==> config.mk <==
export PLATFORM = sky130hd
export DESIGN_NAME = shift_seq
export DESIGN_NICKNAME = d
export VERILOG_FILES = /design/src/rtl/shifter_pkg.sv /design/src/rtl/shamt_split.sv /design/src/rtl/shift_seq.sv
export SDC_FILE = /design/constraint.sdc
export NUM_CORES = 1
export LEC_CHECK = 0
export BUFFER_PORTS_ARGS = -buffer_cell sky130_fd_sc_hd__clkbuf_2
export CAP_MARGIN = 20
export CORE_UTILIZATION = 44
export DETAILED_ROUTE_END_ITERATION = 16
export PLACE_DENSITY = 0.79
export SKIP_CTS_REPAIR_TIMING = 1
export SLEW_MARGIN = 20
export SYNTH_ARGS = -nofsm -noshare
export SYNTH_HDL_FRONTEND = slang
export SYNTH_HIERARCHICAL = 1
export SYNTH_SLANG_ARGS = --single-unit
==> constraint.sdc <==
create_clock -name clk -period 2.45 [get_ports clk]
set_clock_uncertainty 0.05 [all_clocks]
set_input_delay 0.245 -clock clk [delete_from_list [all_inputs] [get_ports clk]]
set_output_delay 0.245 -clock clk [all_outputs]
set_load 0.01 [all_outputs]
==> src/rtl/shifter_pkg.sv <==
// Shared encodings for the 8-bit shifter stage and the sequencer that drives it.
package shifter_pkg;
    localparam logic [2:0] SH_NOP  = 3'b000;
    localparam logic [2:0] SH_LOAD = 3'b001;
    localparam logic [2:0] SH_LSL  = 3'b010;
    localparam logic [2:0] SH_LSR  = 3'b011;
    localparam logic [2:0] SH_ASR  = 3'b100;

    typedef enum logic [1:0] {
        REQ_LSL  = 2'b00,
        REQ_LSR  = 2'b01,
        REQ_ASR  = 2'b10,
        REQ_LOAD = 2'b11
    } req_op_e;

    typedef enum logic [1:0] {
        ST_IDLE,
        ST_LOAD,
        ST_SHIFT,
        ST_RESP
    } state_e;

    function automatic logic [2:0] map_shift_op(req_op_e op);
        case (op)
            REQ_LSL: return SH_LSL;
            REQ_LSR: return SH_LSR;
            REQ_ASR: return SH_ASR;
            default: return SH_NOP;
        endcase
    endfunction
endpackage

==> src/rtl/shamt_split.sv <==
// Splits the remaining shift amount into a 2-bit-limited step (greedy, 3 first).
module shamt_split (
    input  logic [2:0] rem,
    output logic [1:0] step,
    output logic [2:0] rem_next
);
    assign step     = (rem > 3'd3) ? 2'd3 : rem[1:0];
    assign rem_next = rem - {1'b0, step};
endmodule

==> src/rtl/shift_seq.sv <==
// Sequences one shift request into LOAD + shift steps on the 8-bit shifter,
// then hands the shifter output back over a valid/ready response.
module shift_seq
    import shifter_pkg::*;
(
    input  logic       clk,
    input  logic       reset,
    input  logic       req_valid,
    output logic       req_ready,
    input  logic [1:0] req_op,
    input  logic [2:0] req_amt,
    input  logic [7:0] req_data,
    output logic [2:0] sh_op,
    output logic [1:0] sh_shamt,
    output logic [7:0] sh_d_in,
    input  logic [7:0] sh_d_out,
    output logic       rsp_valid,
    input  logic       rsp_ready,
    output logic [7:0] rsp_data,
    output logic       busy
);
    state_e     state_q, state_d;
    req_op_e    op_q;
    logic [2:0] rem_q;
    logic [7:0] data_q;
    logic [1:0] step;
    logic [2:0] rem_next;

    shamt_split u_split (
        .rem      (rem_q),
        .step     (step),
        .rem_next (rem_next)
    );

    always_ff @(posedge clk or posedge reset) begin
        if (reset) begin
            state_q <= ST_IDLE;
            op_q    <= REQ_LSL;
            rem_q   <= 3'd0;
            data_q  <= 8'd0;
        end else begin
            state_q <= state_d;
            if (state_q == ST_IDLE && req_valid) begin
                op_q   <= req_op_e'(req_op);
                rem_q  <= req_amt;
                data_q <= req_data;
            end else if (state_q == ST_SHIFT) begin
                rem_q <= rem_next;
            end
        end
    end

    // Outputs decode only from registered state so req_* never reaches sh_*.
    always_comb begin
        state_d   = state_q;
        req_ready = 1'b0;
        busy      = 1'b1;
        sh_op     = SH_NOP;
        sh_shamt  = 2'd0;
        sh_d_in   = 8'd0;
        rsp_valid = 1'b0;
        rsp_data  = 8'd0;
        case (state_q)
            ST_IDLE: begin
                req_ready = 1'b1;
                busy      = 1'b0;
                if (req_valid) state_d = ST_LOAD;
            end
            ST_LOAD: begin
                sh_op   = SH_LOAD;
                sh_d_in = data_q;
                state_d = (rem_q != 3'd0 && op_q != REQ_LOAD) ? ST_SHIFT : ST_RESP;
            end
            ST_SHIFT: begin
                sh_op    = map_shift_op(op_q);
                sh_shamt = step;
                if (rem_next == 3'd0) state_d = ST_RESP;
            end
            ST_RESP: begin
                rsp_valid = 1'b1;
                rsp_data  = sh_d_out;
                if (rsp_ready) state_d = ST_IDLE;
            end
            default: state_d = ST_IDLE;
        endcase
    end
endmodule
* Yosys cells after proc, flatten, opt, wreduce, memory -nomap -nowiden
Index checks and enable logic that the tools add are counted.
Storage, ports and cells: output and inout port bits 24, word-level logic and storage cells 39, input bits 25, flip-flop bits (word level) 15
Cells by class: reduce and logical (&&, ||, !) cells 8, equality and inequality tests 9, add/sub/neg operators 1, magnitude comparators 1, multiplexer cells 16
Operators with widths (count):
- $mux 8 | 2
- $mux 2 | 5
- $pmux 3 s3 | 1
- $pmux 2 s4 | 1
- $eq 2x2->1 const B | 3
- $mux 3 | 2
- $ne 2x2->1 const B | 3
- $pmux 3 s2 | 1
- $eq 2x1->1 const B | 2
- $logic_not 2->1 | 2
- $mux 1 | 4
- $gt 3x2->1 const B | 1
- $logic_not 3->1 | 1
- $reduce_and 3->1 | 1
- $reduce_bool 3->1 | 1
- $sub 3x2->3 | 1
- $logic_and 1x1->1 | 2
- $ne 2x1->1 const B | 1
- $reduce_bool 2->1 | 1

* Longest topological paths before layout
Gate-level depths: netlist of the first run.
word-level depth 6, gate-level depth with buffers 6, gate-level depth less buffers 6

* By module
The synthesis of the first run kept the hierarchy.
Modules (own cells, without submodules):
- shift_seq | times used 1, sequential area each 375.4 um^2, cells each 78, area an instance 873.3 um^2
- shamt_split | times used 1, sequential area each 0.0 um^2, cells each 7, area an instance 52.6 um^2

* Least setup slack after synthesis of the first run
Ideal clock, no wire load.
path type register to register, from register rem_q[0], to register state_q[0], buffers on the path 0, period minus slack after synthesis 1.726 ns, data required time 2.274 ns, arrival time 1.550 ns, stages on the path, launching flop included 6, path slack 0.724 ns, setup time 0.126 ns, cell sequence dfrtp_1 nand2b_1 ha_1 o31ai_4 nand3_2 o32a_1
On the way: word-level cells in the longest chain between the ends 6, elaborated cells between the ends (all ways) 10, those cells by class add/sub: 1; order compare: 1; eq/ne: 1; mux: 3; reduce/logical: 4
RTL lines:
- from (decl) | RTL line shift_seq.sv:24 | logic [2:0] rem_q;
- from (signal assigned) | RTL line shift_seq.sv:45 | rem_q <= req_amt;
- from (signal assigned) | RTL line shift_seq.sv:48 | rem_q <= rem_next;
- $gt 3x2->1 | RTL line shamt_split.sv:7 | assign step = (rem > 3'd3) ? 2'd3 : rem[1:0];
- $mux 2 | RTL line shamt_split.sv:7
- $sub 3x2->3 * | RTL line shamt_split.sv:8 | assign rem_next = rem - {1'b0, step};
- named net rem_next[1] | RTL line shift_seq.sv:27 | logic [2:0] rem_next;
- $logic_not 3->1 * | RTL line shift_seq.sv:77 | if (rem_next == 3'd0) state_d = ST_RESP;
- $ne 2x1->1 (no line) *
- $reduce_and 3->1 (no line) *
- to (signal assigned) | RTL line shift_seq.sv:42 | state_q <= state_d;
- to (decl) | RTL line shift_seq.sv:22 | state_e state_q, state_d;
Mark *: on every way through the listed nets, which the timed path passes. The rest lies on a longest branch. A chain may end at the register's enable or synchronous reset.

* Worst setup path in the final report of the first run
from register state_q[0], to output sh_op[0]
On the way: word-level cells in the longest chain between the ends 2, elaborated cells between the ends (all ways) 3, those cells by class eq/ne: 2; mux: 1
RTL lines:
- $eq 2x2->1 or $eq 2x1->1 (tied branches) | RTL line shift_seq.sv:63 | case (state_q)
- $pmux 3 s2 * | RTL line shift_seq.sv:63
- to (decl) | RTL line shift_seq.sv:13 | output logic [2:0] sh_op,
Every way passes the cells marked *; elsewhere a longest branch is shown, timed or not.

==> results of run 1 <==
routing by layer:
layer	share of wire, %	up-vias	GRT usage (%)
met2	51	34	31.6
met1	41	338	17.9
met5	0	-	0
met4	1.9	0	8.33
li1	-	389	-
met3	6.1	4	3.40
registers in the layout (all words and copies together), names as in the netlist:
register	flops
rem_q	3
op_q	2
data_q	8
state_q	2
cells by family after synthesis:
logic type,share of synthesized area [%]
AO/OA/AOI/OAI,8.24
flip-flops,40.5
adder cells (fa/ha/maj),8.11
multiplexers,16.6
AND/OR/NAND/NOR,22.4
XOR/XNOR,0.946
buffers and inverters,3.11
worst max-delay path: cells and delay by family, from the launching register on:
family                     cells  cell delay (ns)
DFF                            1             0.43
and+or+nand+nor                2             0.27
AOI/OAI and AO/OA              1             0.14
buffers and inverters          2             0.26
adders and majority gates      1             0.39
area by class of cell:
class	count	share of cell area, %
Clock buffer	3	1.84
Clock inverter	1	0.409
Inverter	4	1.23
Multi-Input combinational cell	63	42.6
Sequential cell	15	30.7
Tap cell	27	2.76
Timing Repair Buffer	49	20.4
worst max-delay path by stage:
stage / to / depth (start not counted) / slack, ns
floorplan: state_q[0]$_DFFE_PP0P_ / 5 / 0.72
global placement: state_q[0]$_DFFE_PP0P_ / 5 / 0.70
detailed placement: state_q[0]$_DFFE_PP0P_ / 5 / 0.65
CTS: sh_op[0] / 6 / 0.37
global route: sh_op[0] / 6 / 0.22
finish: sh_op[0] / 6 / 0.39
per-stage QoR:
stage	instance area [µm²]	std cells	utilization, %	hold WS (ns)
after floorplan	926	85	-	0.0965
after global placement	1190	157	60.5	0.246
after detailed placement	1190	157	60.5	0.257
after CTS	1210	161	61.9	-0.0537
after global routing	1220	162	62.4	0.125
final	1220	162	62.4	0.139
power by group:
part | internal [W] | total [W] | leakage, nW | switching [W]
Combinational | 0.000464 | 0.000911 | 0.441 | 0.000446
Clock | 0.0000606 | 0.000138 | 0.0177 | 0.0000774
Sequential | 0.000379 | 0.000477 | 0.176 | 0.0000975
Total | 0.000904 | 0.00153 | 0.635 | 0.000621
layout by cell type, fill, tap and decap left out, types with 2 or more instances in the layout:
cell type   n
clkbuf_2   48
and2_1     18
ha_1        6
mux2_2     11
or2_1       2
nor2_1      4
mux2i_1     3
nand2b_1    4
dfrtp_1    15
inv_1       4
clkbuf_4    3
a21oi_1     3
==> results_dict.tcl, run 1 <==
set metrics [dict create \
    cap_violations 0 \
    root_buffer "clkbuf_4" \
    end_kind "output pin" \
    synth.top_cell.area_share_pct 40.5 \
    synth_edf_count 0 \
    cp_data_required_time_ns 2.15 \
    fin_crit_sh_pct 84.1 \
    ff_latch_area_um2 375 \
    slowest_stage "dfrtp_1" \
    cts.clk_slew.worst_paths_ns 0.09 \
    tightest_slew_ns 0.574 \
    synthTopCellsByArea "dfrtp_1, mux2_2, and2_1, ha_1, mux2i_1" \
    ys_seq_area_share_pct 40.5 \
    arrival_ns 1.77 \
    holdPathEnd "data_q[2]$_DFFE_PP0P_" \
    worstHoldPathCells 2 \
    place_ws_ns 0.645 \
    dp_hpwl_um 1470 \
    path_class "reg2out" \
    cts_buffers 3 \
    htreeDepth 1 \
    status "completed" \
    worstHoldPathType "in2reg" \
    antenna_found_initial 0 \
    max_stage_delay_ns 0.43 \
    cp-startpoint "state_q[0]$_DFFE_PP0P_" \
    wire_per_inst_um 11.1 \
    max-vdd-ir-drop_v 0.000676 \
    first_iter_violations 11 \
    grt_pass1_vias 651 \
    vias 765 \
    clock_path_buffers 2 \
    io_buffers 48 \
    grt_pass1_wl_um 2580 \
    drt_first_pass_iters 4 \
    synth_ff_type "dfrtp_1" \
    critPathLaunchType "register" \
    period_needed_ns 2.06 \
    synth.ff_latch_count 15 \
    clock_latency_ns 0.28 \
    diodes 0 \
    viasPerCell 4.72 \
    track_usage_pct 17.0 \
    fin_setup_tns_ns 0 \
    syn-num-nets 116 \
    rsz0062_at_grt "no" \
    rows 16 \
    reg2reg_slack_ns 0.63 \
    drt_wl_total_um 1800 \
    p_leak_nw 0.635 \
    async_flop_share_pct 100 \
    fin_nets 167 \
    dieArea_um2 2290 \
    drcViolationCount 0 \
    die_height_um 47.9 \
    die_width_um 47.9 \
    initial_core_util_pct 47.2 \
    worstPathMaxFanout 7 \
    core_area_um2 1960 \
    slew_violations 0 \
    gp_congestion 0.684 \
    p_total_w 0.00153 \
    synth_top_area_cell "dfrtp_1" \
    overflow 0 \
    power_density_nw_per_um2 1250 \
    fmax_mhz 485 \
    netlist_area_um2 926 \
    grt_max_degree 17 \
    synth_common_cells "and2_1, dfrtp_1, mux2_2" \
    r2r_end "state_q[0]$_DFFE_PP0P_" \
    hold_viol 0 \
    worstPathCellList "inv_1 > ha_1 > nand2_1 > nor2_1 > a22o_1 > clkbuf_2" \
    cts_sinks 15 \
    io_pins 49 \
    synthMostInstantiatedCell "and2_1" \
    syn_avg_cell_area_um2 10.9 \
    setup_viol 0 \
    ys_warn_count 6 \
    hold_start "req_data[2]" \
    r2r-start "rem_q[0]$_DFFE_PP0P_" \
    slew_headroom_pct 61.7 \
    cts_tree "done" \
    synth.distinct_cells 24 \
    ant_nets 0 \
    fill_cells 181 \
    areaGrowthSynthToFinish_pct 32.2 \
    multi_input_area_um2 522 \
    drive_above_1_share_pct 48.9 \
    r2r_cells 5 \
    synth_cells 85 \
    finalWorstSetupSlack_ns 0.389 \
]
No activity file was read; power rests on OpenSTA's default activity.
==> run 2, diff against run 1 <==
clock period = 2.2 ns   (was 2.45 ns; I/O delays follow)
==> run 2 against run 1 <==
Effect of this change: total power up 12%; sequential share of layout area decreased by 0.063 points; setup slack worse by 0.14 ns; routed wire length is 4.8% higher; count of clock-buffer cells in the layout did not move; largest power group unchanged.
==> results_dict.tcl, run 2 (synthesized netlist as in run 1, its figures left out) <==
set metrics [dict create \
    slew_headroom_pct 62.4 \
    overflow 0 \
    die_width_um 47.9 \
    finalWorstSetupSlack_ns 0.253 \
    worstHoldPathType "in2reg" \
    areaGrowthSynthToFinish_pct 32.4 \
    drt_first_pass_iters 4 \
    p_leak_nw 0.633 \
    clock_latency_ns 0.28 \
    rows 16 \
    r2r-start "rem_q[0]$_DFFE_PP0P_" \
    fmax_mhz 514 \
    fin_util_pct 62.5 \
    r2r_end "state_q[0]$_DFFE_PP0P_" \
    setup_viol 0 \
    max-vdd-ir-drop_v 0.000758 \
    reg.largest.list "data_q: 8 flops, rem_q: 3 flops" \
    fin_crit_sh_pct 88.5 \
    viasPerCell 4.77 \
    io_buffers 48 \
    root_buffer "clkbuf_4" \
    final_common_cell "clkbuf_2" \
    diodes 0 \
    drt_wl_total_um 1890 \
    r2r_cells 5 \
    io_pins 49 \
    end_kind "output pin" \
    hold_viol 0 \
    drive_above_1_share_pct 49.6 \
    largest_reg_flops 8 \
    cts.clk_slew.worst_paths_ns 0.09 \
    dp_hpwl_um 1480 \
    grt_max_degree 17 \
    ant_nets 0 \
    slew_violations 0 \
    tightest_slew_ns 0.563 \
    rsz0062_at_grt "no" \
    grt_pass1_wl_um 2640 \
    gp_congestion 0.682 \
    vias 772 \
    fin_nets 167 \
    worstSetupEndpoint "sh_op[0]" \
    cts_tree "done" \
    status "completed" \
    cp-startpoint "state_q[0]$_DFFE_PP0P_" \
    initial_core_util_pct 47.2 \
    cts_buffers 3 \
    largest-register "data_q" \
    clock_path_buffers 2 \
    critPathLaunchType "register" \
    cts_sinks 15 \
    worstPathMaxFanout 7 \
    first_iter_violations 7 \
    track_usage_pct 17.2 \
    dieArea_um2 2290 \
    power_density_nw_per_um2 1400 \
    die_height_um 47.9 \
    htreeDepth 1 \
    core_area_um2 1960 \
    arrival_ns 1.68 \
    path_class "reg2out" \
    final_cell_mix "clkbuf_2, and2_1, dfrtp_1, mux2_2, ha_1" \
    period_needed_ns 1.95 \
    hold_start "req_data[5]" \
    drcViolationCount 0 \
    grt_pass1_vias 648 \
    place_ws_ns 0.374 \
    wire_per_inst_um 11.6 \
    fin_setup_tns_ns 0 \
    reg2reg_slack_ns 0.37 \
    cap_violations 0 \
    cp_data_required_time_ns 1.93 \
    antenna_found_initial 0 \
]
-- run 2: cell counts in the layout (fill, tap and decap cells not counted) --
Identical to the previous run, type by type.
-- run 2: per-layer routing --
metal  up-vias  wire, µm  share of wire, %  GRT usage, %
li1        387         -                 -             -
met1       352       749                40          18.5
met2        31      1010                53          33.2
met3         2       114               6.0          1.51
met4         0        14              0.74          8.33
met5         -         0                 0             0
-- run 2: cell type report --
class | count | area, µm²
multi-input combinational | 63 | 524
clock inverter | 1 | 5.00
clock buffer | 3 | 22.5
inverter | 4 | 15.0
fill | 170 | 736
tap | 27 | 33.8
sequential | 15 | 375
timing repair buffer | 49 | 250
-- run 2: report_power, final --
group | switching (W) | internal, W
clock | 0.0000893 | 0.0000675
sequential | 0.000112 | 0.000422
combinational | 0.000505 | 0.000520
total | 0.000706 | 0.00101
-- run 2: how the worst min path moves through the flow --
stage	end	slack, ns	cells past startpoint
floorplan	data_q[0]$_DFFE_PP0P_	0.07	1
global placement	data_q[5]$_DFFE_PP0P_	0.22	2
detailed placement	data_q[5]$_DFFE_PP0P_	0.24	2
CTS	data_q[5]$_DFFE_PP0P_	-0.08	2
global route	data_q[2]$_DFFE_PP0P_	0.10	2
finish	data_q[5]$_DFFE_PP0P_	0.12	2
-- run 2: metrics by stage --
step | cells | hold slack, ns | power, W | instance area, µm²
after floorplan | 85 | 0.0715 | 0.00127 | 926
after global placement | 157 | 0.221 | 0.00152 | 1190
after detailed placement | 157 | 0.236 | 0.00157 | 1190
after CTS | 161 | -0.0781 | 0.00173 | 1210
after global routing | 162 | 0.104 | 0.00187 | 1230
final | 162 | 0.115 | 0.00172 | 1230
-- run 2: worst max-delay path, stage by stage, from the launching register on --
cell,delay (ns)
dfrtp_1,0.43
inv_1,0.13
ha_2,0.32
nand2_1,0.10
nor2_1,0.14
a22o_1,0.15
clkbuf_2,0.13
==> run 3, diff against run 2 <==
CORE_UTILIZATION = 46   (was 44)
CTS_BUF_LIST = sky130_fd_sc_hd__clkbuf_8   (was unset)
PLACE_DENSITY = 0.82   (was 0.79)
==> run 3 against run 2 <==
Effect of this change: via count down 0.52%; combinational power about the same; clock power up 36%; maximum frequency down 2.8%; global-route usage up 0.67 points; design area up 1.1%.
==> results_dict.tcl, run 3 (synthesized netlist as in run 1, its figures left out) <==
set metrics [dict create \
    drive_above_1_share_pct 48.9 \
    rsz0062_at_grt "no" \
    dp_cells 155 \
    gp_congestion 0.667 \
    setup_viol 0 \
    wire_per_inst_um 11.7 \
    p_seq_share_pct 30.3 \
    place_ws_ns 0.376 \
    drt_first_pass_iters 4 \
    reg2reg_slack_ns 0.37 \
    cp-startpoint "state_q[0]$_DFFE_PP0P_" \
    final_cell_mix "clkbuf_2, and2_1, dfrtp_1, mux2_2, ha_1" \
    hold_viol 0 \
    cts_buffers 3 \
    worstHoldPathType "in2reg" \
    io_buffers 48 \
    die_height_um 46.9 \
    fmax_mhz 499 \
    dieArea_um2 2200 \
    grt_pass1_wl_um 2740 \
    first_iter_violations 7 \
    clock_latency_ns 0.24 \
    slew_violations 0 \
    sw_frac_of_total_pct 40.1 \
    cts_sinks 15 \
    path_class "reg2out" \
    overflow 0 \
    rows 15 \
    hold_start "req_op[1]" \
    fin_crit_sh_pct 91.0 \
    end_kind "output pin" \
    drcViolationCount 0 \
    stdcell_count 160 \
    fin_setup_tns_ns 0 \
    whs_ns 0.158 \
    finalWorstSetupSlack_ns 0.197 \
    die_width_um 46.9 \
    viasPerCell 4.80 \
    clock_path_buffers 2 \
    holdPathEnd "op_q[1]$_DFFE_PP0P_" \
    reg.largest.list "data_q: 8 flops, rem_q: 3 flops" \
    slew_headroom_pct 63.6 \
    largest_reg_flops 8 \
    arrival_ns 1.73 \
    switching_power_w 0.000713 \
    period_needed_ns 2.00 \
    root_buffer "clkbuf_8" \
    track_usage_pct 17.9 \
    final_common_cell "clkbuf_2" \
    r2r_end "state_q[0]$_DFFE_PP0P_" \
    status "completed" \
    cp_data_required_time_ns 1.93 \
    antenna_found_initial 0 \
    max-vdd-ir-drop_v 0.000882 \
    worstHoldPathCells 2 \
    pwr-share-clk_pct 12.0 \
    critPathLaunchType "register" \
    drt_wl_total_um 1870 \
    tightest_slew_ns 0.546 \
    ant_nets 0 \
    diodes 0 \
    largest-register "data_q" \
    p_total_w 0.00178 \
    vias 768 \
    pwr-share-comb_pct 57.7 \
    areaGrowthSynthToFinish_pct 33.9 \
    initial_core_util_pct 51.4 \
    grt_pass1_vias 664 \
    r2r_cells 5 \
    p_int_w 0.00107 \
    htreeDepth 1 \
    grt_max_degree 17 \
    core_area_um2 1800 \
    cts.clk_slew.worst_paths_ns 0.06 \
    io_pins 49 \
    r2r-start "rem_q[0]$_DFFE_PP0P_" \
    cap_violations 0 \
    p_leak_nw 0.643 \
    worstPathMaxFanout 7 \
    power_density_nw_per_um2 1430 \
    dp_hpwl_um 1540 \
    cts_tree "done" \
    fin_nets 167 \
]
## run 3: cell counts in the layout (fill, tap and decap cells not counted)
No cell type changed its count.
## run 3: how the worst max path moves through the flow
| stage | slack (ns) | cells after the start | end |
|---|---|---|---|
| detailed placement | 0.38 | 5 | state_q[0]$_DFFE_PP0P_ |
| global route | 0.04 | 6 | sh_op[0] |
| finish | 0.20 | 6 | sh_op[0] |
| global placement | 0.45 | 5 | state_q[0]$_DFFE_PP0P_ |
| floorplan | 0.47 | 5 | state_q[0]$_DFFE_PP0P_ |
| CTS | 0.17 | 6 | sh_op[0] |
## run 3: critical path, cell delays in order, from the launching register on
cell and delay [ns]:
dfrtp_1 0.41, inv_1 0.13, ha_1 0.38, nand2_1 0.13, nor2_1 0.16, a22o_1 0.14, clkbuf_2 0.13
## run 3: power groups by stage
stage               logic (W)  clock network [W]  registers [W]
floorplan            0.000763                  0       0.000505
global placement     0.000998                  0       0.000523
detailed placement    0.00104                  0       0.000544
CTS                   0.00104           0.000220       0.000538
global route          0.00114           0.000231       0.000558
finish                0.00103           0.000214       0.000539
## run 3: area by class of cell
cell class / instances / area, µm²
clock buffers: 3 / 41.3
repair buffers: 49 / 250
well taps: 25 / 31.3
flip-flops and latches: 15 / 375
multi-input cells: 63 / 522
fillers: 139 / 562
clock inverters: 1 / 5.00
inverters: 4 / 15.0
## run 3: per-layer routing
layer | global-route usage [%] | vias to the layer above | share of wire, %
met1 | 20.9 | 342 | 44
li1 | - | 389 | -
met5 | 0 | - | 0
met4 | 8.57 | 0 | 0.64
met3 | 0 | 2 | 4.6
met2 | 33.9 | 35 | 51
## run 3: through the flow
| step | util (%) | area [µm²] |
|---|---|---|
| CTS | 68.3 | 1230 |
| finish | 68.8 | 1240 |
| detailed placement | 65.7 | 1180 |
| global placement | 65.7 | 1180 |
| global route | 68.8 | 1240 |
| floorplan | - | 926 |
